===== config.mk =====
export PLATFORM = sky130hd
export DESIGN_NAME = pong_input_conditioner_flat
export DESIGN_NICKNAME = d
export VERILOG_FILES = /design/src/rtl/pong_input_conditioner_if.sv /design/src/rtl/pong_input_conditioner.sv /design/src/flat_wrapper.sv
export SDC_FILE = /design/constraint.sdc
export NUM_CORES = 1
export LEC_CHECK = 0
export ABC_AREA = 1
export BUFFER_PORTS_ARGS = -buffer_cell sky130_fd_sc_hd__buf_2
export CORE_MARGIN = 2
export CORE_UTILIZATION = 60
export CTS_CLUSTER_DIAMETER = 60
export CTS_CLUSTER_SIZE = 24
export DETAILED_ROUTE_END_ITERATION = 10
export MAX_ROUTING_LAYER = met4
export PLACE_DENSITY = 0.81
export REMOVE_ABC_BUFFERS = 1
export SLEW_MARGIN = 10
export SYNTH_ARGS = -nofsm -noshare
export SYNTH_HDL_FRONTEND = slang
export SYNTH_SLANG_ARGS = --single-unit

===== constraint.sdc =====
create_clock -name CLOCK_50 -period 1.9 [get_ports CLOCK_50]
set_input_delay 0.19 -clock CLOCK_50 [delete_from_list [all_inputs] [get_ports CLOCK_50]]
set_output_delay 0.19 -clock CLOCK_50 [all_outputs]
set_load 0.01 [all_outputs]

===== src/rtl/pong_input_conditioner_if.sv =====
// Board-side bundle for the pong input conditioner: raw key/switch inputs and conditioned paddle/serve outputs.
interface pong_input_conditioner_if;
  logic       serve_raw_n;
  logic [3:0] sw_raw;
  logic       left_up;
  logic       left_down;
  logic       right_up;
  logic       right_down;
  logic       serve;

  modport master (
    output serve_raw_n,
    output sw_raw,
    input  left_up,
    input  left_down,
    input  right_up,
    input  right_down,
    input  serve
  );

  modport slave (
    input  serve_raw_n,
    input  sw_raw,
    output left_up,
    output left_down,
    output right_up,
    output right_down,
    output serve
  );
endinterface


===== src/rtl/pong_input_conditioner.sv =====
// Synchronises and debounces the serve key and four paddle switches, masks up+down conflicts, pulses serve.
// Optional build macro PONG_SERVE_AUTOREPEAT_EN adds periodic serve pulses while the key stays held.
module pong_input_conditioner #(
  parameter int unsigned SYNC_STAGES     = 2,
  parameter int unsigned DEBOUNCE_CYCLES = 500000,
  parameter int unsigned REPEAT_CYCLES   = 25000000
) (
  input  logic                     CLOCK_50,
  input  logic                     reset_n,
  pong_input_conditioner_if.slave  bus
);

  localparam int unsigned     N_IN      = 5;
  localparam int unsigned     SERVE_IDX = 4;
  localparam int unsigned     CNT_W     = $clog2(DEBOUNCE_CYCLES + 1);
  // Raw polarity is kept end to end: switches idle low, the serve key idles high.
  localparam logic [N_IN-1:0] INACTIVE  = 5'b1_0000;
  localparam logic [CNT_W-1:0] CNT_ONE  = CNT_W'(1);
  localparam logic [CNT_W-1:0] CNT_LAST = CNT_W'(DEBOUNCE_CYCLES - 1);

  typedef enum logic [0:0] {
    ST_STABLE  = 1'b0,
    ST_PENDING = 1'b1
  } db_state_t;

  if (SYNC_STAGES < 2) begin : g_bad_sync
    $error("SYNC_STAGES must be at least 2");
  end
  if (DEBOUNCE_CYCLES < 1) begin : g_bad_debounce
    $error("DEBOUNCE_CYCLES must be at least 1");
  end
  if (REPEAT_CYCLES < 1) begin : g_bad_repeat
    $error("REPEAT_CYCLES must be at least 1");
  end

  // Returns {up, down} with both forced low when the paddle is commanded both ways.
  function automatic logic [1:0] paddle_mask(input logic up, input logic down);
    logic [1:0] res;
    res = {up & ~down, down & ~up};
    return res;
  endfunction

  logic [N_IN-1:0]        raw_s;
  logic [N_IN-1:0]        sample_s;
  logic [SYNC_STAGES-1:0] sync_r     [N_IN];
  db_state_t              state_r    [N_IN];
  db_state_t              state_nx_s [N_IN];
  logic [CNT_W-1:0]       cnt_r      [N_IN];
  logic [CNT_W-1:0]       cnt_nx_s   [N_IN];
  logic [N_IN-1:0]        acc_r;
  logic [N_IN-1:0]        acc_nx_s;
  logic [1:0]             left_nx_s;
  logic [1:0]             right_nx_s;
  logic                   pressed_r_s;
  logic                   pressed_nx_s;
  logic                   press_rise_s;
  logic                   serve_fire_s;
  logic                   left_up_r;
  logic                   left_down_r;
  logic                   right_up_r;
  logic                   right_down_r;
  logic                   serve_r;

  assign raw_s = {bus.serve_raw_n, bus.sw_raw};

  // Per-input synchroniser chains, preset to each input's idle level.
  always_ff @(posedge CLOCK_50 or negedge reset_n) begin
    if (!reset_n) begin
      for (int i = 0; i < N_IN; i++) begin
        sync_r[i] <= {SYNC_STAGES{INACTIVE[i]}};
      end
    end else begin
      for (int i = 0; i < N_IN; i++) begin
        sync_r[i] <= {sync_r[i][SYNC_STAGES-2:0], raw_s[i]};
      end
    end
  end

  // Last synchroniser stage is the sample seen by each debouncer.
  always_comb begin
    sample_s = '0;
    for (int i = 0; i < N_IN; i++) begin
      sample_s[i] = sync_r[i][SYNC_STAGES-1];
    end
  end

  // Debouncer next state: a change must hold for DEBOUNCE_CYCLES uninterrupted samples.
  always_comb begin
    acc_nx_s = acc_r;
    for (int i = 0; i < N_IN; i++) begin
      state_nx_s[i] = state_r[i];
      cnt_nx_s[i]   = cnt_r[i];
      case (state_r[i])
        ST_STABLE: begin
          if (sample_s[i] != acc_r[i]) begin
            state_nx_s[i] = ST_PENDING;
            cnt_nx_s[i]   = CNT_ONE;
          end else begin
            cnt_nx_s[i]   = '0;
          end
        end
        ST_PENDING: begin
          if (sample_s[i] == acc_r[i]) begin
            state_nx_s[i] = ST_STABLE;
            cnt_nx_s[i]   = '0;
          end else if (cnt_r[i] >= CNT_LAST) begin
            acc_nx_s[i]   = sample_s[i];
            state_nx_s[i] = ST_STABLE;
            cnt_nx_s[i]   = '0;
          end else begin
            cnt_nx_s[i]   = cnt_r[i] + CNT_ONE;
          end
        end
        default: begin
          state_nx_s[i] = ST_STABLE;
          cnt_nx_s[i]   = '0;
        end
      endcase
    end
  end

  // Outputs are derived from the next accepted values so they move on the acceptance edge.
  always_comb begin
    left_nx_s    = paddle_mask(acc_nx_s[0], acc_nx_s[1]);
    right_nx_s   = paddle_mask(acc_nx_s[2], acc_nx_s[3]);
    pressed_r_s  = ~acc_r[SERVE_IDX];
    pressed_nx_s = ~acc_nx_s[SERVE_IDX];
    press_rise_s = pressed_nx_s & ~pressed_r_s;
  end

`ifdef PONG_SERVE_AUTOREPEAT_EN
  localparam int unsigned      RPT_W    = $clog2(REPEAT_CYCLES + 1);
  localparam logic [RPT_W-1:0] RPT_ONE  = RPT_W'(1);
  localparam logic [RPT_W-1:0] RPT_LAST = RPT_W'(REPEAT_CYCLES - 1);

  logic [RPT_W-1:0] rpt_cnt_r;
  logic [RPT_W-1:0] rpt_nx_s;
  logic             rpt_fire_s;

  // Repeat timer runs only while the accepted key stays pressed across an edge.
  always_comb begin
    rpt_nx_s   = '0;
    rpt_fire_s = 1'b0;
    if (pressed_r_s && pressed_nx_s) begin
      if (rpt_cnt_r >= RPT_LAST) begin
        rpt_fire_s = 1'b1;
        rpt_nx_s   = '0;
      end else begin
        rpt_nx_s   = rpt_cnt_r + RPT_ONE;
      end
    end else begin
      rpt_nx_s = '0;
    end
  end

  // Repeat counter register.
  always_ff @(posedge CLOCK_50 or negedge reset_n) begin
    if (!reset_n) begin
      rpt_cnt_r <= '0;
    end else begin
      rpt_cnt_r <= rpt_nx_s;
    end
  end

  assign serve_fire_s = press_rise_s | rpt_fire_s;
`else
  assign serve_fire_s = press_rise_s;
`endif

  // Debouncer state, accepted levels and registered outputs.
  always_ff @(posedge CLOCK_50 or negedge reset_n) begin
    if (!reset_n) begin
      for (int i = 0; i < N_IN; i++) begin
        state_r[i] <= ST_STABLE;
        cnt_r[i]   <= '0;
      end
      acc_r        <= INACTIVE;
      left_up_r    <= 1'b0;
      left_down_r  <= 1'b0;
      right_up_r   <= 1'b0;
      right_down_r <= 1'b0;
      serve_r      <= 1'b0;
    end else begin
      for (int i = 0; i < N_IN; i++) begin
        state_r[i] <= state_nx_s[i];
        cnt_r[i]   <= cnt_nx_s[i];
      end
      acc_r        <= acc_nx_s;
      left_up_r    <= left_nx_s[1];
      left_down_r  <= left_nx_s[0];
      right_up_r   <= right_nx_s[1];
      right_down_r <= right_nx_s[0];
      serve_r      <= serve_fire_s;
    end
  end

  assign bus.left_up    = left_up_r;
  assign bus.left_down  = left_down_r;
  assign bus.right_up   = right_up_r;
  assign bus.right_down = right_down_r;
  assign bus.serve      = serve_r;

endmodule


===== src/flat_wrapper.sv =====
// flat-port wrapper written by rule: the top's interface ports become plain ports
module pong_input_conditioner_flat 
#(
  parameter int unsigned SYNC_STAGES     = 2,
  parameter int unsigned DEBOUNCE_CYCLES = 500000,
  parameter int unsigned REPEAT_CYCLES   = 25000000
)
  (CLOCK_50, reset_n, bus_serve_raw_n, bus_sw_raw, bus_left_up, bus_left_down, bus_right_up, bus_right_down, bus_serve);
  pong_input_conditioner_if bus_i ();
  input  logic CLOCK_50;
  input  logic reset_n;
  input wire logic [$bits(bus_i.serve_raw_n)-1:0] bus_serve_raw_n;
  input wire logic [$bits(bus_i.sw_raw)-1:0] bus_sw_raw;
  output wire logic [$bits(bus_i.left_up)-1:0] bus_left_up;
  output wire logic [$bits(bus_i.left_down)-1:0] bus_left_down;
  output wire logic [$bits(bus_i.right_up)-1:0] bus_right_up;
  output wire logic [$bits(bus_i.right_down)-1:0] bus_right_down;
  output wire logic [$bits(bus_i.serve)-1:0] bus_serve;
  assign bus_i.serve_raw_n = bus_serve_raw_n;
  assign bus_i.sw_raw = bus_sw_raw;
  assign bus_left_up = bus_i.left_up;
  assign bus_left_down = bus_i.left_down;
  assign bus_right_up = bus_i.right_up;
  assign bus_right_down = bus_i.right_down;
  assign bus_serve = bus_i.serve;
  pong_input_conditioner #(.SYNC_STAGES(SYNC_STAGES), .DEBOUNCE_CYCLES(DEBOUNCE_CYCLES), .REPEAT_CYCLES(REPEAT_CYCLES)) u_core (.CLOCK_50(CLOCK_50), .reset_n(reset_n), .bus(bus_i));
endmodule

==> results.json <==
{
  "status": "completed",
  "initial_core_util_pct": 62.0,
  "io_buffers": 11,
  "grt_pass1_vias": 5295,
  "crit_path_end_kind": "flip-flop",
  "core-area_um2": 10400,
  "synth_largest_area_cell": "dfrtp_1",
  "final_common_cell": "nand2_1",
  "cp_max_fo": 5,
  "clkTransAtPathRegs_ps": 60,
  "startpoint_type": "flip-flop",
  "finalHoldViolCount": 0,
  "crit_required_ps": 2330,
  "ant_nets": 0,
  "viasPerCell": 5.30,
  "yosysTopAreaCellShare_pct": 45.5,
  "finalInstanceArea_um2": 7310,
  "chipHeight_um": 108,
  "route.detailed.drc": 0,
  "async_flop_share_pct": 100,
  "track_usage_pct": 26.1,
  "grt_overflow": 0,
  "cp_slowest_cell": "dfrtp_1",
  "yosys_warnings": 0,
  "cts_buffer_depth": 2,
  "final_nets": 874,
  "fin_util_pct": 70.5,
  "areaGrowthSynthToFinish_pct": 13.7,
  "cts_made_buffers": 17,
  "hpwl_um": 9110,
  "drt-initial-drc-count": 478,
  "synth_area_leaders": "dfrtp_1 46%, nand2_1 10%, nor2_1 10%, inv_1 5.7%, xor2_1 4.1%",
  "clock_latency_ps": 520,
  "crit_type": "flip-flop to flip-flop",
  "antenna_found_initial": 0,
  "place_ws_ps": 225,
  "cts_max_level": 4,
  "wire_per_inst_um": 13.0,
  "num_vias": 5359,
  "placed_cell_area_um2": 6660,
  "fill_cells": 813,
  "max-cap-violations": 0,
  "grt_max_degree": 52,
  "synth_edf_count": 0,
  "setup_viol_count_final": 0,
  "rr_worst_depth": 9,
  "syn_area_um2": 6430,
  "power.leakage_nw": 3.18,
  "gp_congestion": 0.945,
  "ys.flop_type": "dfrtp_1",
  "ys_seq_area_share_pct": 46.7,
  "ys_ff_latch": 120,
  "drive_above_1_share_pct": 10.9,
  "final_cell_mix": "174 x nand2_1, 172 x nor2_1, 117 x dfrtp_1",
  "post_cts_resized": 0,
  "setup_tns_ps": 0,
  "drv_slew": 0,
  "path_cells": "ha_1 > nand2_1 > nor2_2 > nand3_1 > inv_1 > nand2_1 > nor2_2 > nand4_1 > a21oi_1",
  "period_minus_slack_ps": 1720,
  "worstMarginPinSlew_ps": 399,
  "cts_tree": "done",
  "max_stage_delay_ps": 420,
  "synth_cell_types": 38,
  "fin_ws_ps": 177,
  "syn-instance-count": 830,
  "fp.dieW_um": 108,
  "critical_path_arrival_ps": 2150,
  "grt_pass1_wl_um": 23300,
  "rows": 37,
  "cts.sinks": 120,
  "hp-class": "input port to asynchronous set/reset pin",
  "finClkSkew_ps": 7.47,
  "first_pass_iters": 5,
  "power_density_nw_per_um2": 837,
  "rsz0062_at_grt": "false",
  "max_freq_mhz": 581,
  "diodes": 0,
  "cts-root-buf": "clkbuf_8",
  "io_pins": 12,
  "fin_crit_sh_pct": 90.7,
  "syn_area_per_cell_um2": 7.75,
  "dieArea_um2": 11600,
  "slew_headroom_pct": 73.4,
  "vdd_ir_drop_max_v": 0.000769,
  "wl_um": 13100
}
## stage by stage
stage | hold slack [ps] | instances | power [mW]
2_1_floorplan | -106 | 822 | 2.79
3_3_place_gp | 140 | 973 | 2.89
3_5_place_dp | 144 | 973 | 2.90
4_1_cts | 149 | 1011 | 6.17
5_1_grt | 178 | 1011 | 6.33
6_report | 148 | 1011 | 6.12
## cells in the mapped netlist (all sizes together) (3+ instances only)
| master | n |
|---|---|
| nor3 | 34 |
| a21oi | 19 |
| buf | 8 |
| nand3 | 56 |
| dfrtp | 117 |
| dfstp | 3 |
| xor2 | 30 |
| nand4 | 22 |
| nor2 | 187 |
| nor3b | 5 |
| o21ai | 25 |
| nand2 | 184 |
| inv | 107 |
| ha | 5 |
| xnor2 | 12 |
| or2 | 3 |
| nand3b | 5 |
## worst max-delay path: cells and delay by family, from the launching register on
kind	cells	cell delay (ps)
and+or+nand+nor	6	720
DFF	1	420
adders and majority gates	1	200
AOI/OAI and AO/OA	1	160
buffers and inverters	1	120
## timing repair
item                      in CTS  in global routing
hold buffers                   6                  0
buffers inserted               0                  0
hold endpoints to repair     122                  0
## where the power goes
part | internal [mW] | total [mW] | leakage, nW | switching (mW)
clock network | 2.16 | 3.25 | 0.280 | 1.09
logic | 0.0722 | 0.221 | 1.27 | 0.149
registers | 2.61 | 2.65 | 1.63 | 0.0438
total | 4.84 | 6.12 | 3.18 | 1.28
## cell type report
cell class | count | area, um2 | area share [%]
clock buffers | 24 | 450 | 6.16
clock inverters | 8 | 148 | 2.02
inverters | 108 | 405 | 5.54
multi-input cells | 594 | 2960 | 40.5
flip-flops and latches | 120 | 3010 | 41.1
well taps | 136 | 170 | 2.33
repair buffers | 21 | 173 | 2.36
## cell families after synthesis
family / Yosys count / share of synthesized area, %
flip-flops: 120 / 46.7
XOR/XNOR: 42 / 5.72
AO/OA/AOI/OAI: 50 / 4.10
AND/OR/NAND/NOR: 497 / 35.2
adder cells (fa/ha/maj): 5 / 0.972
buffers and inverters: 116 / 7.25
## routing by layer
layer / track usage (%) / vias up / routed length (um)
li1: - / 2690 / -
met2: 42.7 / 146 / 6450
met1: 32.4 / 2505 / 5920
met3: 5.02 / 18 / 544
met5: - / - / 0
met4: 10.1 / 0 / 205
## final timing paths
check                                  from  slack (ps)            endpoint
setup / recovery           u_core.cnt_r[76]         180    u_core.cnt_r[94]
hold reg to reg            u_core.sync_r[0]         360  u_core.sample_s[4]
setup reg to reg           u_core.cnt_r[76]         180    u_core.cnt_r[94]
hold / removal                      reset_n         150    u_core.cnt_r[86]
max in group asynchronous           reset_n        1130  u_core.sample_s[4]
min in group CLOCK_50         bus_sw_raw[2]         310    u_core.sync_r[4]
## registers in the layout (all words and copies together) (netlist names)
name                   cells
u_core.bus.left_up         1
u_core.bus.right_up        1
u_core.cnt_r              95
u_core.acc_r               5
u_core.sync_r              5
u_core.bus.right_down      1
u_core.bus.serve           1
u_core.bus.left_down       1
u_core.sample_s            5
u_core.state_r             5
No activity file was read; power rests on OpenSTA's default activity.
